===== src/rtl/operand_entry.sv =====
// Three-step operand entry: two push-buttons (enter, clear) are synchronized,
// debounced and edge-detected. Successive enter presses capture the switch
// bank as A, then B, then ctrl, after which the operation is presented with
// op_valid until the consumer takes it with op_ready.
//
// Handshake: op_valid is high exactly while an operation is presented, and
// A/B/ctrl are held stable for that whole time. The operation is consumed on
// the first rising edge where op_valid && op_ready; op_valid drops after that
// edge. op_ready is ignored while op_valid is low.
module operand_entry #(
  parameter int DEBOUNCE_CYCLES = 250000
) (
  input  logic       clk,
  input  logic       rst_n,
  input  logic [2:0] sw,
  input  logic       btn_enter,
  input  logic       btn_clear,
  input  logic       op_ready,
  output logic [2:0] A,
  output logic [2:0] B,
  output logic [2:0] ctrl,
  output logic       op_valid,
  output logic [1:0] stage
);

  localparam int CW = $clog2(DEBOUNCE_CYCLES + 1);
  localparam logic [CW-1:0] LAST = CW'(DEBOUNCE_CYCLES - 1);

  typedef enum logic [1:0] {
    S_A     = 2'd0,
    S_B     = 2'd1,
    S_CTRL  = 2'd2,
    S_VALID = 2'd3
  } state_t;

  // Index 0 is enter, index 1 is clear.
  logic [1:0]    sync1;
  logic [1:0]    sync2;
  logic [1:0]    settle;   // marks when sync2 holds real post-reset samples
  logic [1:0]    lvl;      // accepted (debounced) level
  logic [1:0]    lvl_d;    // accepted level one cycle ago
  logic [1:0]    armed;    // button has been seen released since reset
  logic [CW-1:0] cnt [2];
  logic [1:0]    press;
  state_t        state;

  // Two-flop synchronizers, plus a matching shift register that tells the
  // arming logic when the synchronizer output is no longer reset filler.
  always_ff @(posedge clk or negedge rst_n) begin
    if (!rst_n) begin
      sync1  <= '0;
      sync2  <= '0;
      settle <= '0;
    end else begin
      sync1  <= {btn_clear, btn_enter};
      sync2  <= sync1;
      settle <= {settle[0], 1'b1};
    end
  end

  // Debounce: the counter restarts whenever the sample agrees with the
  // accepted level, so only DEBOUNCE_CYCLES consecutive disagreeing samples
  // move the accepted level. A button is armed only once it has been seen
  // released, so a button held through reset cannot produce a press.
  always_ff @(posedge clk or negedge rst_n) begin
    if (!rst_n) begin
      lvl   <= '0;
      lvl_d <= '0;
      armed <= '0;
      for (int i = 0; i < 2; i++) cnt[i] <= '0;
    end else begin
      lvl_d <= lvl;
      armed <= armed | (settle[1] ? ~sync2 : 2'b00);
      for (int i = 0; i < 2; i++) begin
        if (sync2[i] == lvl[i]) begin
          cnt[i] <= '0;
        end else if (cnt[i] == LAST) begin
          lvl[i] <= sync2[i];
          cnt[i] <= '0;
        end else begin
          cnt[i] <= cnt[i] + CW'(1);
        end
      end
    end
  end

  // One-cycle press pulse on a rising accepted level.
  assign press = lvl & ~lvl_d & armed;

  // Entry sequencer; clear has priority over enter and over op_ready.
  always_ff @(posedge clk or negedge rst_n) begin
    if (!rst_n) begin
      state    <= S_A;
      A        <= '0;
      B        <= '0;
      ctrl     <= '0;
      op_valid <= 1'b0;
    end else if (press[1]) begin
      state    <= S_A;
      A        <= '0;
      B        <= '0;
      ctrl     <= '0;
      op_valid <= 1'b0;
    end else begin
      case (state)
        S_A: begin
          if (press[0]) begin
            A     <= sw;
            state <= S_B;
          end
        end
        S_B: begin
          if (press[0]) begin
            B     <= sw;
            state <= S_CTRL;
          end
        end
        S_CTRL: begin
          if (press[0]) begin
            ctrl     <= sw;
            state    <= S_VALID;
            op_valid <= 1'b1;
          end
        end
        S_VALID: begin
          if (op_ready) begin
            state    <= S_A;
            op_valid <= 1'b0;
          end
        end
        default: begin
          state    <= S_A;
          op_valid <= 1'b0;
        end
      endcase
    end
  end

  assign stage = state;

endmodule


===== config.mk =====
export PLATFORM = sky130hd
export DESIGN_NAME = operand_entry
export DESIGN_NICKNAME = d
export VERILOG_FILES = /design/src/rtl/operand_entry.sv
export SDC_FILE = /design/constraint.sdc
export NUM_CORES = 1
export LEC_CHECK = 0
export CORE_ASPECT_RATIO = 0.9
export CORE_MARGIN = 2
export CORE_UTILIZATION = 45
export DETAILED_ROUTE_END_ITERATION = 10
export REMOVE_ABC_BUFFERS = 1
export SETUP_SLACK_MARGIN = 0.02
export SLEW_MARGIN = 10
export SYNTH_ARGS = -nofsm -noshare
export SYNTH_HDL_FRONTEND = slang
export SYNTH_SLANG_ARGS = --single-unit

===== constraint.sdc =====
create_clock -name clk -period 1.9 [get_ports clk]
set_input_delay 0.475 -clock clk [delete_from_list [all_inputs] [get_ports clk]]
set_output_delay 0.475 -clock clk [all_outputs]
set_load 0.005 [all_outputs]

# Yosys cells after proc, flatten, opt, wreduce, memory -nomap -nowiden
# Index checks and enable logic that the tools add are counted.
[totals]
reg_bits = 60
latchBits = 0
mem_bits_rw = 0
mem_bits_ro = 0
in_bits = 8
output_inout_bits = 12
n_memories = 0
[classes]
addsub = 2
multipliers = 0
div = 0
magnitude_cmp = 0
n_eq_ne = 11
shifts = 0
muxes = 22
n_bitwise = 7
n_reduce_logical = 13
[op_table]
columns = ["cell", "n"]
rows = [
  ["two-way mux 18 bit", 4],
  ["adder 18 x 1 -> 18 bit (second input constant)", 2],
  ["equality test 18 bit (second input constant)", 2],
  ["two-way mux 3 bit", 7],
  ["two-way mux 2 bit", 6],
  ["inequality test 3 bit (second input constant)", 4],
  ["AND reduction 2 bit", 5],
  ["one-hot mux 2 bit (4 select lines)", 1],
  ["nonzero test 2 bit", 4],
  ["bitwise AND 2 bit", 2],
  ["equality test 2 bit (second input constant)", 2],
  ["NOT 2 bit", 2],
  ["AND reduction 4 bit", 1],
  ["two-way mux 1 bit", 3],
  ["AND reduction 3 bit", 1],
  ["nonzero test 3 bit", 1],
  ["equality test 1 bit", 2],
  ["equality test 2 x 1 -> 1 bit (second input constant)", 1],
  ["logical NOT 2 bit", 1],
  ["NOT 1 bit", 2],
  ["bitwise OR 2 bit", 1],
  ["one-hot mux 1 bit (2 select lines)", 1],
]

# Longest topological paths before layout
# Gate-level depths: netlist of the first run.
[logic_depth]
depth_word = 6
mapped_depth = 6

# Worst setup path after synthesis of the first run
# OpenSTA, ideal clock, no wires.
[synth_path]
path_kind = "register to register"
startpoint = "register cnt[18] in the netlist's numbering"
endpoint = "register cnt[26] in the netlist's numbering"
setup_ns = 0.121
arrival_ns = 1.665
slack_ns = 0.114
stages_incl_launch_ff = 6
n_path_buf = 1
cell_sequence = "dfrtp_1 -> ha_1 -> nand4_1 -> o31ai_2 -> buf_2 -> nor2_1"
[synth_between]
elab_chain_cells = 3
word_cells_on_any_way = 4
[synth_lines]
columns = ["element", "line_no", "rtl"]
rows = [
  ["start, declared", "43", "logic [CW-1:0] cnt [2];"],
  ["start signal, assigned by index", "81", "cnt[i] <= cnt[i] + CW'(1);"],
  ["adder 18 x 1 -> 18 bit or equality test 18 bit (tied branches)", "81, 77", ""],
  ["two-way mux 18 bit *", "77", "end else if (cnt[i] == LAST) begin"],
  ["two-way mux 18 bit *", "75", "if (sync2[i] == lvl[i]) begin"],
]
# Every way passes the cells marked *; elsewhere a longest branch is shown, timed or not.
# A chain may end at the register's enable or synchronous reset.

# Final worst setup path of the first run
[layout_path]
startpoint = "register cnt[10] in the netlist's numbering"
endpoint = "register cnt[2] in the netlist's numbering"
[layout_between]
elab_chain_cells = 3
[layout_lines]
columns = ["element", "line_no"]
rows = [
  ["equality test 18 bit", "77"],
  ["two-way mux 18 bit", "77"],
  ["two-way mux 18 bit", "75"],
]
# No other way between the ends.

==> summary.txt, run 1 <==
Drt
  • Detail Route Antenna Nets: 0
  • First-pass iteration count of the detailed router: 4
  • Vias: 2004
  • Routed wire length: 5.046 mm
  • Vias per std cell: approximately 5.2
  • Number of DRC markers in iteration 0: 67
  • DR WL/cell: 13.21 um
  • Detailed-route DRC error count: 0

Logic synthesis
  • Async S/R FF share, synth: between 90% and 100%
  • Largest family of logic cells by synthesized area: simple AND/OR/NAND/NOR gates
  • Area share of fa/ha/maj cells after synthesis: 3.135%
  • Post-synthesis simple-gate area fraction: 22.84%
  • EDFF count, synth: 0
  • Most used DFF post-synth: dfrtp_1
  • Cell Area, Synth: 2794 um2
  • Compound-Gate Fraction of Synth Area: 7.031%
  • Post-Syn Instances: 271
  • Yosys warnings: 0
  • #FFs+latches synth: 60
  • Post-Synth XOR/XNOR Area: 9.091%
  • Mapped Avg Cell Area: 10.31 um2
  • Mux contribution to synthesized area: 1.164%
  • Post-synthesis sequential area ratio: 53.74%
  • Count of cell types in the netlist: 40

Place
  • Area after DPL: 3129 um2
  • Placed Cells incl. Taps: 367
  • # port buffers: 19
  • Placer Congestion: 0.8285
  • DP Wirelength: 3.462 mm
  • Pre-CTS setup slack: 0.1224 ns

Clocking
  • CTS Buffer Depth: 2
  • CTS sink count: 60
  • CTS Buf Count: 9
  • Post-CTS resize count: 0
  • Post-CTS Hold Buffers: 0
  • Number of H-tree levels: 3
  • Setup Buffers After CTS: 0
  • CTS tree: yes
  • Clock Latency Late Sink: 0.33 ns
  • Clk slew on worst S/H paths: 0.07 ns
  • Clock root cell: clkbuf_8

STA
  • Final Hold Vio Count: 0
  • Unrepaired setup endpoints after global routing: false
  • # setup viols final: 0
  • F_max: ~560 MHz
  • Post-route setup slack: 0.1200 ns
  • Setup Skew: 0.008024 ns
  • Setup total negative slack: 0 ns
  • Tmin final: 1.780 ns
  • Slew Viols, Final: 0
  • Hold Worst Slack: 0.1381 ns
  • Tcrit/Tclk final: between 90% and 100%

Worst setup path
  • Critical Path RT: 2.12 ns
  • Nature of the critical path startpoint: flip-flop
  • Critical path endpoint category: flip-flop
  • Sum of buffers and inverters on the critical path: 1
  • CP cell instances: nor4b_1 > nand2_1 > o41ai_4 > buf_4 > nor2_1
  • CP Max Fanout: 11
  • CP startpoint: cnt[10]
  • Setup CP Type: reg -> reg
  • R2R Path Start: cnt[10]
  • Worst Path Arrival: 2.00 ns
  • Crit path max-delay family: simple AND/OR/NAND/NOR gates
  • Max incr delay on CP: around 0.44 ns
  • Slowest cell on the critical path: dfrtp_1

Pwr
  • P_int: 2.128 mW
  • Net Sw Frac: between 20% and 30%
  • Design Power: between 2 and 3 mW
  • Pleak: approximately 1.4 nW
  • Clk pwr share: 48.0%
  • Share of power burned in registers: 48.8%
  • Peak supply drop: 0.5015 mV
  • Cell Pwr Density: 799.0 nW/um2
  • Net Sw Power: 551.1 uW
  • Combinational power share: under 10%

Finish
  • Final std cells w/o fill: 382
  • Fin nets: 321
  • Share of layout cells above drive strength 1: 11.29%
  • Most frequent cells in the layout: dfrtp_1 (60), nor2_1 (39), nand3_1 (24), xnor2_1 (23), nand2_1 (20)
  • Fin area: 3353 um2
  • Ant diodes: 0
  • Layout area overhead: 20.02%
  • Commonest non-fill, non-tap cell in the layout: dfrtp_1
  • Post-layout util: between 50% and 60%

GRT
  • Number of global-route vias before repair: 2020
  • Gr ovfl total: 0
  • First-pass GRT wire length: 9.094 mm
  • Pin count of the biggest net entering global routing: approximately 60
  • GRT Total Usage: 17.12%
  • Initial antenna violation count: 0

Floorplan
  • Rows: 27
  • Die height: 78.75 um
  • Die area: 6856 um2
  • Top Ports: 20
  • Die X: between 80 and 90 um
  • Initial core utilization: 46.20%
  • Core Box Area: 6047 um2

Outcome
  • Status: completed

Run
  • Max-Cap Viols: 0

Min path
  • Hold crit path type: in -> async
synth_stat cells, types with 3 or more instances:
library cell	n	area [um2]
nor3_1	6	30.03
xor2_1	6	52.55
nor4_1	12	75.07
nor2_1	39	146.4
nand3_1	24	120.1
inv_1	14	52.55
o21ai_0	3	15.01
dfrtp_1	60	1501
or3_1	3	18.77
nand2_1	20	75.07
ha_1	7	87.58
a21oi_1	13	65.06
o31ai_1	3	22.52
clkbuf_1	3	11.26
nand4_1	7	43.79
xnor2_1	23	201.4
worst paths after layout:
kind,end,slack [ns],cells past startpoint
max in group asynchronous,cnt[31],1.50,2
min reg2reg,settle[1],0.35,0
max,cnt[2],0.12,5
max reg2reg,cnt[2],0.12,5
min,op_valid,0.14,2
min in group clk,settle[1],0.35,0
layer usage:
layer  GRT usage, %  share of wire [%]  wire, um
met5              0                  0         0
met1          22.71                 50      2533
met3          7.484                4.7       237
met4          5.156                1.2        63
met2          25.34                 44      2212
sequential cells by signal (all words and copies together) (netlist names):
register	cells
B	3
cnt	36
lvl_d	2
lvl	2
A	3
settle	2
armed	2
op_valid	1
ctrl	3
sync2	2
sync1	2
stage	2
power by group through the flow:
stage                     Combinational (mW)  Sequential, mW  Clock (mW)
final                                 0.0861            1.31        1.29
after CTS                             0.0899            1.31        1.33
after global routing                   0.100            1.31        1.40
after global placement                0.0888            1.33           0
after detailed placement              0.0894            1.33           0
after floorplan                       0.0303            1.33           0
cell type report:
class / instances / area, um2
timing repair buffer: 29 / 272.8
clock inverter: 4 / 72.57
fill: 518 / 2694
tap: 72 / 90.09
clock buffer: 11 / 151.4
inverter: 14 / 52.55
multi-input combinational: 192 / 1212
sequential: 60 / 1501
cells by family after synthesis:
| kind of cell | count (synthesis) |
|---|---|
| simple gates | 124 |
| flops | 60 |
| xor+xnor | 29 |
| compound gates | 28 |
| buf+inv | 19 |
| fa+ha+maj | 7 |
| mux | 3 |
| other cells | 1 |
No activity file was read; power rests on OpenSTA's default activity.
==> run 2, diff against run 1 <==
==> constraint.sdc (replaced) <==
create_clock -name clk -period 1.8 [get_ports clk]
set_input_delay 0.45 -clock clk [delete_from_list [all_inputs] [get_ports clk]]
set_output_delay 0.45 -clock clk [all_outputs]
set_load 0.005 [all_outputs]
==> run 2 against run 1 <==
  * Routed wire length is 5.4% higher
  * Core utilization is 0.64 points higher
  * Power is 4.6% lower
  * First-iteration DRC count is 16% higher
  * Sequential share of layout area is 0.51 points lower
  * Register-to-register slack hardly changed
  * Die area stayed put
  * Largest power group unchanged
==> summary.txt, run 2 (synthesis results as in run 1) <==
Finish
  • Commonest non-fill, non-tap cell in the layout: dfrtp_1
  • Most frequent cells in the layout: dfrtp_1 (60), nor2_1 (39), nand3_1 (24), xnor2_1 (23), nand2_1 (20)
  • Post-layout util: 56.09%
  • Fin nets: 328
  • Largest register FFs: 36
  • Fin area: 3392 um2
  • Final std cells w/o fill: 389
  • Ant diodes: 0
  • Layout area overhead: 21.41%
  • Share of layout cells above drive strength 1: 14.20%
  • Top reg by flops: cnt

Worst setup path
  • Sum of buffers and inverters on the critical path: 1
  • Crit path max-delay family: buffers and inverters
  • Critical path endpoint category: primary output
  • Worst Path Arrival: 1.25 ns
  • R2r setup slk: 0.11 ns
  • Reg2reg path depth: 4
  • CP startpoint: stage[0]
  • Setup CP Type: reg -> out
  • RR Endpoint: cnt[15]
  • Slowest cell on the critical path: clkdlybuf4s50_1
  • Max incr delay on CP: between 0.5 and 0.6 ns
  • CP Max Fanout: 4
  • Critical Path RT: ~1.4 ns
  • Nature of the critical path startpoint: flip-flop
  • R2R Path Start: cnt[5]
  • CP cell instances: clkdlybuf4s50_1

Clocking
  • Number of H-tree levels: 3
  • Clock Latency Late Sink: 0.34 ns
  • Clock root cell: clkbuf_8
  • CTS Buffer Depth: 2
  • Setup Buffers After CTS: 0
  • Post-CTS resize count: 0
  • CTS Buf Count: 9
  • CTS tree: yes
  • Clk slew on worst S/H paths: roughly 0.070 ns
  • CTS sink count: 60
  • Post-CTS Hold Buffers: 0

GRT
  • Number of global-route vias before repair: 1936
  • Gr ovfl total: 0
  • Pin count of the biggest net entering global routing: 23
  • GRT Total Usage: 17.45%
  • Initial antenna violation count: 0
  • First-pass GRT wire length: between 9 and 10 mm

Floorplan
  • Die area: 6856 um2
  • Die height: about 79 um
  • Core Box Area: around 6000 um2
  • Initial core utilization: 46.20%
  • Top Ports: 20
  • Die X: 87.06 um
  • Rows: 27

Place
  • Placed Cells incl. Taps: 374
  • Placer Congestion: 0.7750
  • DP Wirelength: 3.765 mm
  • # port buffers: 19
  • Area after DPL: between 3000 and 4000 um2

Drt
  • DR WL/cell: 13.68 um
  • Vias: just over 2k
  • Detailed-route DRC error count: 0
  • Vias per std cell: 5.275
  • Number of DRC markers in iteration 0: 78
  • Detail Route Antenna Nets: 0
  • Routed wire length: 5.321 mm
  • First-pass iteration count of the detailed router: 4

STA
  • Final Hold Vio Count: 0
  • F_max: roughly 600 MHz
  • Setup Skew: 0.008823 ns
  • Setup total negative slack: 0 ns
  • Tmin final: 1.699 ns
  • Unrepaired setup endpoints after global routing: true
  • Tcrit/Tclk final: ~94%
  • Slew Viols, Final: 0
  • # setup viols final: 0

Pwr
  • Cell Pwr Density: between 700 and 800 nW/um2
  • Peak supply drop: 0.4602 mV
  • Pleak: 1.458 nW
  • Design Power: 2.555 mW

Min path
  • Hold crit path type: in -> async

Outcome
  • Status: completed

Run
  • Max-Cap Viols: 0
run 2: changes by cell type in the layout (fill, tap and decap cells not counted), moves of 2 or more:
cell	before	now
nor4_2	0	2
nor4_1	12	10
bufinv_16	2	0
buf_4	9	15
run 2: worst max path at each step:
stage          cells past startpoint        to  slack (ns)
4_1_cts                            4    lvl[1]        0.04
5_1_grt                            5   cnt[14]        0.01
2_1_floorplan                      4   cnt[20]       -0.08
3_3_place_gp                       4    lvl[1]        0.12
6_report                           1  stage[0]        0.10
3_5_place_dp                       4    lvl[1]        0.03
run 2: routing by layer:
| metal | GRT usage [%] | wire, um | vias up |
|---|---|---|---|
| met5 | 0 | 0 | - |
| met4 | 5.156 | 27 | 0 |
| met3 | 6.965 | 298 | 2 |
| met2 | 24.66 | 2321 | 55 |
| met1 | 24.66 | 2674 | 970 |
| li1 | - | - | 1025 |
run 2: layout make-up:
| type | count | area (um2) |
|---|---|---|
| clock buffers | 11 | 151.4 |
| well taps | 72 | 90.09 |
| flip-flops and latches | 60 | 1501 |
| multi-input cells | 192 | 1231 |
| repair buffers | 36 | 340.3 |
| inverters | 14 | 52.55 |
| fillers | 548 | 2655 |
| clock inverters | 4 | 25.02 |
run 2: power by group:
part	switching [mW]	leakage, nW	internal, mW
logic	0.0561	0.614	0.0393
clock network	0.519	0.0872	0.561
registers	0.0141	0.757	1.37
total	0.589	1.46	1.97
run 2: stage by stage:
stage               setup slack, ns  hold slack (ns)
floorplan                  -0.07507           0.1544
global placement             0.1166           0.3337
detailed placement          0.03389           0.3362
CTS                         0.04184          0.06043
global route                0.01136          0.07848
finish                       0.1008          0.06120
